### src/rtl/uart_rx_sequencer.sv
// UART receive sequencer: synchronises rx, times start/data/parity/stop by mid-bit sampling,
// and presents {error, byte} on RX_data with a one-cycle load strobe.
module uart_rx_sequencer #(
    parameter int unsigned CLKS_PER_BIT = 5208,
    parameter bit          PARITY_EN    = 1'b0,
    parameter bit          PARITY_ODD   = 1'b0
) (
    input  logic       clk,
    input  logic       reset,
    input  logic       rx,
    output logic [8:0] RX_data,
    output logic       load,
    output logic       busy
);

    localparam int unsigned   TW   = $clog2(CLKS_PER_BIT);
    localparam logic [TW-1:0] MID  = TW'((CLKS_PER_BIT - 1) / 2);
    localparam logic [TW-1:0] LAST = TW'(CLKS_PER_BIT - 1);

    typedef enum logic [2:0] {
        StIdle,
        StStart,
        StData,
        StParity,
        StStop,
        StBreak
    } state_t;

    state_t          state_q;
    logic            rx_meta_q;
    logic            rx_s;
    logic [TW-1:0]   timer_q;
    logic [2:0]      idx_q;
    logic [7:0]      shift_q;
    logic            perr_q;
    logic            bit_end;

    assign bit_end = (timer_q == LAST);
    assign busy    = (state_q != StIdle);

    // Two-flop synchroniser; resets to the idle-high line level.
    always_ff @(posedge clk or posedge reset) begin
        if (reset) begin
            rx_meta_q <= 1'b1;
            rx_s      <= 1'b1;
        end else begin
            rx_meta_q <= rx;
            rx_s      <= rx_meta_q;
        end
    end

    always_ff @(posedge clk or posedge reset) begin
        if (reset) begin
            state_q <= StIdle;
            timer_q <= '0;
            idx_q   <= '0;
            shift_q <= '0;
            perr_q  <= 1'b0;
            RX_data <= '0;
            load    <= 1'b0;
        end else begin
            load <= 1'b0;
            case (state_q)
                StIdle: begin
                    if (!rx_s) begin
                        state_q <= StStart;
                        timer_q <= '0;
                    end
                end
                StStart: begin
                    if (timer_q == MID) begin
                        timer_q <= '0;
                        if (!rx_s) begin
                            state_q <= StData;
                            idx_q   <= '0;
                            perr_q  <= 1'b0;
                        end else begin
                            state_q <= StIdle;
                        end
                    end else begin
                        timer_q <= timer_q + TW'(1);
                    end
                end
                StData: begin
                    if (bit_end) begin
                        // LSB arrives first, so shift right and insert at the top.
                        shift_q <= {rx_s, shift_q[7:1]};
                        timer_q <= '0;
                        idx_q   <= idx_q + 3'd1;
                        if (idx_q == 3'd7) begin
                            state_q <= PARITY_EN ? StParity : StStop;
                        end
                    end else begin
                        timer_q <= timer_q + TW'(1);
                    end
                end
                StParity: begin
                    if (bit_end) begin
                        perr_q  <= ((^shift_q) ^ rx_s) != PARITY_ODD;
                        timer_q <= '0;
                        state_q <= StStop;
                    end else begin
                        timer_q <= timer_q + TW'(1);
                    end
                end
                StStop: begin
                    if (bit_end) begin
                        RX_data <= {(~rx_s) | perr_q, shift_q};
                        load    <= 1'b1;
                        timer_q <= '0;
                        state_q <= rx_s ? StIdle : StBreak;
                    end else begin
                        timer_q <= timer_q + TW'(1);
                    end
                end
                StBreak: begin
                    if (rx_s) begin
                        state_q <= StIdle;
                    end
                end
                default: state_q <= StIdle;
            endcase
        end
    end

endmodule

### config.mk
export PLATFORM = sky130hd
export DESIGN_NAME = uart_rx_sequencer
export DESIGN_NICKNAME = d
export VERILOG_FILES = /design/src/rtl/uart_rx_sequencer.sv
export SDC_FILE = /design/constraint.sdc
export NUM_CORES = 1
export LEC_CHECK = 0
export ABC_AREA = 1
export ABC_CLOCK_PERIOD_IN_PS = 1800
export CELL_PAD_IN_SITES_DETAIL_PLACEMENT = 0
export CELL_PAD_IN_SITES_GLOBAL_PLACEMENT = 2
export CORE_UTILIZATION = 34
export DETAILED_ROUTE_END_ITERATION = 16
export HOLD_SLACK_MARGIN = 0.15
export PLACE_DENSITY = 0.89
export SYNTH_ARGS = -nofsm -noshare
export SYNTH_HDL_FRONTEND = slang
export SYNTH_SLANG_ARGS = --single-unit
### constraint.sdc
create_clock -name clk -period 1.8 [get_ports clk]
set_input_delay 0.45 -clock clk [delete_from_list [all_inputs] [get_ports clk]]
set_output_delay 0.45 -clock clk [all_outputs]
set_load 0.02 [all_outputs]
==> out/qor_table.md <==
| Group | Item | Value |
|---|---|---|
| worst setup path | Crit Path Class | register to primary output |
| floorplanning | Die span in y | 82.8 um |
| hold path | Startpoint of the tightest hold check path | rx_meta_q |
| drt | Mean number of vias per cell | 4.86 |
| worst setup path | Type of destination of the critical path | primary output |
| logic synthesis | Post-synth net total | 302 |
| sta | Sum of negative setup slack | 0 ns |
| logic synthesis | Number of distinct standard cells referenced by the synthesized netlist | 24 |
| placement | Post-detailed-placement cell area | 2540 sq um |
| logic synthesis | Share of the yosys chip area belonging to registers | 0.453 |
| drt | Wire length per cell after detailed routing | 12.9 um |
| worst setup path | Flop-to-flop setup slack | 0.17 ns |
| worst setup path | Reg-to-Reg Start | timer_q[1] |
| power and ir drop | PwrDens | 631 nW/um^2 |
| worst setup path | Dominant delay contributor by cell family on the critical path | buffers and inverters |
| logic synthesis | Synth Area in Compound Gates | 0.0942 |
| sta | Worst-Margin Slew | 0.381 ns |
| clock tree | CTS buffer count | 5 |
| worst setup path | Crit start category | register |
| placement | Port Buffers | 13 |
| logic synthesis | Number of warning messages in the yosys log | 0 |
| global routing | Number of antenna violations at the first check in global routing | 0 |
| hold path | Sink of the worst hold path | rx_s |
| sta | Setup-failing EPs final | 0 |
| sta | Final hold violation count | 0 |
| sta | RSZ-0062 raised after global routing | false |
| logic synthesis | Dominant combinational cell family by area after synthesis | simple AND/OR/NAND/NOR gates |
| floorplanning | Cell row count | 29 |
| placement | Estimated wirelength of the detail-placed design | 3950 um |
| global routing | Wire length of the first global-routing pass | 8650 um |
| global routing | Global routing usage summed across all routing layers | 0.169 |
| final layout | Layout-stage area growth over the synthesis result | 20.7% |
| floorplanning | Die Span X | 82.8 um |
| drt | Vias after detailed routing | 1980 |
| run | Count of maximum capacitance violations | 0 |
| clock tree | Clock tree root driver cell | clkbuf_8 |
| logic synthesis | Cell area after synthesis | 2220 sq um |
| outcome | Run status | finished, final reports clean |
| floorplanning | Initial standard-cell utilization of the core | 0.351 |
| clock tree | CTS tree | yes |
| sta | Timing-limited maximum frequency | 583 MHz |
| placement | Global placer's final weighted congestion | 0.878 |
| logic synthesis | Xor-xnor portion of the synthesized cell area | 0.0237 |
| final layout | Share of layout cells above drive strength 1 | 0.139 |
| power and ir drop | Power Total | 0.00169 W |
| final layout | Non-Filler Cell Area, Final | 2680 sq um |
| drt | Iter 0 DRT Violations | 78 |
| worst setup path | Total buffers and inverters traversed by the critical path | 1 |
| drt | DRT Pass-1 Iters | 4 |
| drt | Number of remaining DRC errors | 0 |
| clock tree | Clock buffer depth | 2 |
| final layout | Leading cell type in the layout, fill and taps excluded | nand2_1 |
| logic synthesis | Synthesized-area fraction occupied by and/or/nand/nor cells | 0.338 |
| worst setup path | Largest stage delay on the critical path | 0.61 ns |
| global routing | Largest net degree at the start of global routing | 41 |
| clock tree | Later-pin clock latency in the skew report | 0.29 ns |
| final layout | Net count reported at finish | 335 |
| logic synthesis | Adder-cell area share of the yosys netlist | 0.0169 |
| floorplanning | Die Footprint | 6850 sq um |
| drt | Post-DRT Antenna Nets | 0 |
| global routing | Overflow left after global routing | 0 |
| floorplanning | Count of boundary I/O pins | 14 |
| clock tree | Worst-path clk slew | 0.08 ns |
| sta | Slew headroom | 0.745 |
| power and ir drop | Worst IR drop on VDD | 0.000418 V |
| logic synthesis | Per-instance average area after synthesis | 7.49 sq um |
| global routing | Via count of the first global-routing pass | 1874 |
| worst setup path | WP data required | 1.35 ns |
| worst setup path | Slowest cell on the critical path | clkdlybuf4s50_1 |
| final layout | Antenna diode count | 0 |
| clock tree | Clock Sink Count | 40 |
| logic synthesis | Flops & latches, synth | 40 |
| sta | Final max-slew violation count | 0 |
| clock tree | CTS H-tree depth | 2 |
| worst setup path | Sequence of cells on the critical path | clkdlybuf4s50_1 |
| worst setup path | Arrival time of data at the critical path endpoint | 1.26 ns |
| sta | Final worst-path cycle share | 0.953 |
| worst setup path | Length in cells of the worst reg-to-reg path | 8 |
| sta | Final period demand of the worst path | 1.71 ns |
| logic synthesis | Mapped Cells | 296 |
| sta | Worst Skew | 0.00735 ns |
| hold path | Worst hold-check path type | register to register |
| drt | DRT Wirelength | 5240 um |
| worst setup path | Biggest fanout along the worst timing path | 2 |
| power and ir drop | Leakage power of the design | 1.27 nW |
| clock tree | Hold buffers post-CTS | 0 |
| floorplanning | Area of the placeable core | 6310 sq um |
| hold path | Worst hold stages | 0 |
| worst setup path | Reg-to-Reg End | timer_q[6] |
| final layout | Most frequent cells in the layout | nand2_1 (94), dfrtp_1 (38), inv_1 (37), nor2_1 (31), nand3_1 (24) |
| logic synthesis | Fraction of synthesized area in multiplexers | 0 |
-- through the flow --
stage               setup WS (ns)  instances  utilization  hold slack, ns
floorplan                   0.201        296            -           0.345
global placement            0.142        397        0.402           0.346
detailed placement          0.122        397        0.402           0.354
CTS                        0.0171        405        0.419           0.367
global route              0.00342        407        0.424           0.369
finish                     0.0853        407        0.424           0.364
-- flip-flops by register name, indices dropped and copies added, names as in the netlist --
register and count:
shift_q 8, perr_q 1, rx_meta_q 1, load 1, idx_q 3, state_q 3
RX_data 9, rx_s 1, timer_q 13
-- timing repair --
action | 4_1_cts | 5_1_grt
pin swaps | 0 | 1
resized for setup | 1 | 5
endpoints found under the setup margin | 1 | 13
gates cloned | 0 | 0
buffers inserted | 0 | 2
-- cells by family after synthesis --
logic type               Yosys count
AO/OA/AOI/OAI                     33
XOR/XNOR                           6
adder cells (fa/ha/maj)            3
buffers and inverters             41
flip-flops                        40
AND/OR/NAND/NOR                  173
-- metal layers --
layer	global-route usage	share of wire
met5	0	0
met4	0.0569	0.0097
met3	0.0319	0.039
met2	0.286	0.48
met1	0.216	0.47
-- layout make-up --
| cell class | count | area, sq um |
|---|---|---|
| Clock buffer | 5 | 68.8 |
| Clock inverter | 3 | 42.5 |
| Fill cell | 703 | 3640 |
| Inverter | 39 | 149 |
| Multi-Input combinational cell | 215 | 1060 |
| Sequential cell | 40 | 1000 |
| Tap cell | 77 | 96.3 |
| Timing Repair Buffer | 28 | 254 |
-- how the worst max path moves through the flow --
| stage | from | end | slack [ns] | cells past startpoint |
|---|---|---|---|---|
| 2_1_floorplan | timer_q[0] | RX_data[5] | 0.20 | 9 |
| 3_3_place_gp | state_q[0] | busy | 0.14 | 3 |
| 3_5_place_dp | state_q[0] | busy | 0.12 | 3 |
| 4_1_cts | state_q[0] | busy | 0.02 | 3 |
| 5_1_grt | timer_q[1] | timer_q[6] | 0.003 | 8 |
| 6_report | RX_data[0] | RX_data[0] | 0.09 | 1 |
-- synthesized netlist by cell type --
cell | n | area, sq um
nor3_1 | 5 | 25.0
dfrtp_1 | 38 | 951
nor2_2 | 3 | 18.8
o21ai_4 | 1 | 16.3
nand3_1 | 25 | 125
nor2_1 | 31 | 116
o21ai_2 | 8 | 70.1
nand3_2 | 2 | 20.0
nand4_1 | 9 | 56.3
nor4_1 | 1 | 6.26
dfstp_2 | 2 | 52.6
inv_2 | 1 | 3.75
nor2_4 | 2 | 22.5
o21ai_0 | 23 | 115
nand2_1 | 94 | 353
inv_4 | 1 | 6.26
xor2_1 | 5 | 43.8
o211ai_1 | 1 | 7.51
xnor2_1 | 1 | 8.76
buf_2 | 1 | 5.00
nand2_2 | 1 | 6.26
inv_1 | 37 | 139
ha_1 | 3 | 37.5
buf_6 | 1 | 11.3
-- report_power, final --
part | internal (W) | switching, W | total [W]
sequential | 0.000902 | 0.00000178 | 0.000904
clock | 0.000411 | 0.000335 | 0.000746
combinational | 0.0000123 | 0.0000257 | 0.0000380
Note: power is estimated with default switching activity, not from simulation.
